### src/rtl/rr_arbiter4.sv
// Four-source round-robin arbiter that steers an external 4:1 mux and registers
// the winning item into a single-entry, full-throughput output stage.
module rr_arbiter4 #(
  parameter int DWidth = 32
) (
  input  logic              clk_i,
  input  logic              rst_ni,
  input  logic [3:0]        req_valid_i,
  output logic [3:0]        req_grant_o,
  output logic [1:0]        select_o,
  input  logic [DWidth-1:0] mux_data_i,
  output logic              out_valid_o,
  input  logic              out_ready_i,
  output logic [DWidth-1:0] out_data_o,
  output logic [1:0]        out_src_o
);

  logic [1:0]        ptr_q, ptr_d;
  logic              out_valid_q, out_valid_d;
  logic [DWidth-1:0] out_data_q, out_data_d;
  logic [1:0]        out_src_q, out_src_d;

  logic [1:0] winner;
  logic [1:0] idx;
  logic       found;
  logic       any_req;
  logic       accept;
  logic       grant_en;

  // Scan from the pointer upward; 2-bit index arithmetic wraps naturally.
  always_comb begin
    winner = ptr_q;
    found  = 1'b0;
    idx    = 2'd0;
    for (int i = 0; i < 4; i++) begin
      idx = ptr_q + 2'(i);
      if (!found && req_valid_i[idx]) begin
        winner = idx;
        found  = 1'b1;
      end
    end
  end

  assign any_req  = |req_valid_i;
  assign accept   = !out_valid_q || out_ready_i;
  // Gating with rst_ni keeps grants quiet while reset is held.
  assign grant_en = accept && any_req && rst_ni;

  assign select_o    = any_req ? winner : 2'd0;
  assign req_grant_o = grant_en ? (4'b0001 << winner) : 4'b0000;

  always_comb begin
    ptr_d       = ptr_q;
    out_valid_d = out_valid_q;
    out_data_d  = out_data_q;
    out_src_d   = out_src_q;
    if (grant_en) begin
      out_valid_d = 1'b1;
      out_data_d  = mux_data_i;
      out_src_d   = winner;
      ptr_d       = winner + 2'd1;
    end else if (out_ready_i) begin
      out_valid_d = 1'b0;
    end
  end

  always_ff @(posedge clk_i or negedge rst_ni) begin
    if (!rst_ni) begin
      ptr_q       <= 2'd0;
      out_valid_q <= 1'b0;
      out_data_q  <= '0;
      out_src_q   <= 2'd0;
    end else begin
      ptr_q       <= ptr_d;
      out_valid_q <= out_valid_d;
      out_data_q  <= out_data_d;
      out_src_q   <= out_src_d;
    end
  end

  assign out_valid_o = out_valid_q;
  assign out_data_o  = out_data_q;
  assign out_src_o   = out_src_q;

endmodule

### config.mk
export PLATFORM = sky130hd
export DESIGN_NAME = rr_arbiter4
export DESIGN_NICKNAME = d
export VERILOG_FILES = /design/src/rtl/rr_arbiter4.sv
export SDC_FILE = /design/constraint.sdc
export NUM_CORES = 1
export LEC_CHECK = 0
export ABC_AREA = 1
export CORE_ASPECT_RATIO = 0.8
export CORE_MARGIN = 2
export CORE_UTILIZATION = 30
export CTS_BUF_LIST = sky130_fd_sc_hd__clkbuf_4 sky130_fd_sc_hd__clkbuf_8
export CTS_CLUSTER_SIZE = 20
export DETAILED_ROUTE_END_ITERATION = 16
export HOLD_SLACK_MARGIN = 0.12
export MAX_ROUTING_LAYER = met4
export SLEW_MARGIN = 10
export SYNTH_ARGS = -nofsm -noshare
export SYNTH_HDL_FRONTEND = slang
export SYNTH_SLANG_ARGS = --single-unit
### constraint.sdc
create_clock -name clk_i -period 3.1 [get_ports clk_i]
set_clock_uncertainty 0.1 [all_clocks]
set_input_delay 0.31 -clock clk_i [delete_from_list [all_inputs] [get_ports clk_i]]
set_output_delay 0.31 -clock clk_i [all_outputs]
set_load 0.01 [all_outputs]
==> results of run 1 <==
[report_power, final]
part / internal [uW] / leakage (uW) / switching, uW
clock: 185 / 0.0000477 / 158
combinational: 532 / 0.000954 / 626
sequential: 575 / 0.000451 / 77.1
[timing repair]
item	CTS	global route
gates resized for setup	1	2
hold endpoints to repair	37	0
buffers inserted	0	3
setup endpoints to repair	2	4
gates cloned	0	0
hold buffers	1	0
[layout make-up]
cell class,count,share of cell area (%)
Tap cell,81,3.56
Clock buffer,7,3.16
Multi-Input combinational cell,187,28.5
Inverter,13,1.89
Timing Repair Buffer,87,30.2
Sequential cell,37,32.6
[metal layers]
metal / up-vias / part of all wire (%) / track usage (%)
met4: 0 / 1.8 / 4.64
met3: 8 / 5.6 / 3.95
met2: 53 / 44 / 21.2
li1: 915 / - / -
met5: - / 0 / -
met1: 795 / 48 / 20.6
[kinds of logic after synthesis]
kind of cell           synth area share (%)
AO/OA/AOI/OAI                         0.678
buffers and inverters                  5.83
flip-flops                             50.2
AND/OR/NAND/NOR                        43.3
[layout by cell type (no fill, tap or decap), drive strengths merged]
cell type,instances
clkbuf,7
inv,12
clkdlybuf4s50,78
o21ai,1
dlygate4sd3,1
nand2,157
buf,8
o21a,1
nand3,19
clkinv,1
nor2,8
nand4,1
dfrtp,37
[worst max-delay path, stage by stage (launching register included)]
cell	delay (ns)
dfrtp_2	0.49
inv_4	0.14
nand2_1	0.06
nand2_1	0.14
nand2_1	0.07
nand2_1	0.12
nand2_1	0.07
nand2_1	0.07
nand2_1	0.06
nand2_1	0.06
nand2_1	0.05
nand2_2	0.10
nand2_2	0.07
nor2_1	0.13
clkdlybuf4s50_1	0.56
[registers in the layout (all words and copies together) (netlist names)]
name / count
out_valid_o: 1
out_data_o: 32
out_src_o: 2
ptr_q: 2
[path summary, 6_finish.rpt]
check	from	endpoint	slack, ns	depth (start not counted)
max in group asynchronous	rst_ni	ptr_q[0]	1.99	3
min in group asynchronous	rst_ni	out_data_o[6]	0.55	3
hold reg to reg	out_data_o[26]	out_data_o[26]	0.38	2
setup reg to reg	ptr_q[1]	ptr_q[1]	1.28	14
hold / removal	out_data_o[26]	out_data_o[26]	0.38	2
setup / recovery	ptr_q[1]	req_grant_o[3]	0.23	14
[through the flow]
step                      hold slack [ns]  std cells  worst slack [ns]  power, uW  utilization [%]
after detailed placement            0.320        401             0.268       1760             45.8
final                               0.377        412             0.227       2150             48.1
after global placement              0.320        401             0.211       1770             45.8
after global routing                0.414        412            0.0386       2330             48.1
after floorplan                   -0.0856        246              1.23       1340                -
after CTS                           0.383        409            0.0909       2130             47.5
==> impl_metrics.ini, run 1 <==
[clock_network]
root_buffer = clkbuf_8
numCtsBuffers = 5
clk_pin_slew_ns = 0.07
cts_tree = built
clk_latency_ns = 0.27
clock_sinks = 37
htree_levels = 2
clock_path_buffers = 2

[worst_setup_path]
critPathRequiredTime_ns = 2.69
path_class = register to output port
critPathMaxFanout = 9
cp-start-kind = register
cp-end-kind = output port
arrival_ns = 2.46

[run]
drv_cap = 0

[sta]
worstMarginPinSlew_ns = 0.473
fin_tns_setup_ns = 0
rsz0062_at_grt = no
max_freq_ghz = 0.348
setup_viol = 0
period_needed_ns = 2.87
final_hold_viol_count = 0
maxSlewViolCount = 0
fin_crit_sh_pct = 92.7
slew_headroom_pct = 68.5

[synth]
synth_top_area_share_pct = 50.2
synthArstFlopShare_pct = 100
syn_nets = 285
synth.most_common_cell = nand2_1
synthFlopType = dfrtp_1
synth.area.top_cells = dfrtp_1 50%, nand2_1 30%, nand3_1 3.8%
ys_warn_count = 0
ys_seq_area_share_pct = 50.2
syn_inst = 246
synth_edf_count = 0
synth.ff_latch_count = 37
synth_top_cells_by_count = 147 x nand2_1, 37 x dfrtp_1, 14 x nand3_1
syn_area_per_cell_um2 = 7.50
synth_cell_types = 20
syn_area_um2 = 1850
yosysTopAreaCell = dfrtp_1

[outcome]
outcome = finished, final reports clean

[placement]
place_hpwl_um = 3470
io_buffer_count = 79
place_area_um2 = 2710
place_congestion = 0.896

[floorplan]
initial_core_util_pct = 31.2
die_h_um = 74.2
ioPinCount = 80
rows = 25
fp.dieW_um = 91.7
dieArea_um2 = 6800
core_um2 = 5910

[global_route]
grt_pass1_wl_um = 7820
grt_max_degree = 38
antenna_found_initial = 0
grt_overflow = 0
grt_usage_pct = 14.8
grt_pass1_vias = 1636

[cells_and_area]
design_area_um2 = 2850
final_nets = 370
seqCellArea_um2 = 928
areaGrowthSynthToFinish_pct = 54.2
multi_input_area_um2 = 812
num_antenna_cells = 0
drive_gt1_share_pct = 11.2
fillers = 575

[detailed_routing]
drc = 0
firstDrtPassIters = 4
postRouteAntennaNets = 0
vias = 1771
drt_iter0_markers = 94
routedWlPerCell_um = 11.7
vias_per_cell = 4.30
wl_um = 4830

[hold_path]
min_path_type = register to register

[pwr]
vdd.ir_drop.worst_mv = 0.266
p_per_area_nw_per_um2 = 757
p_leak_uw = 0.00145
No activity file was read; power rests on OpenSTA's default activity.
==> run 2: changes to the inputs <==
ABC_CLOCK_PERIOD_IN_PS = 3100   (was unset)
CTS_CLUSTER_DIAMETER = 120   (was unset)
==> results of run 2 <==
No change in the layout: final DEF, timing and power equal those of run 1.
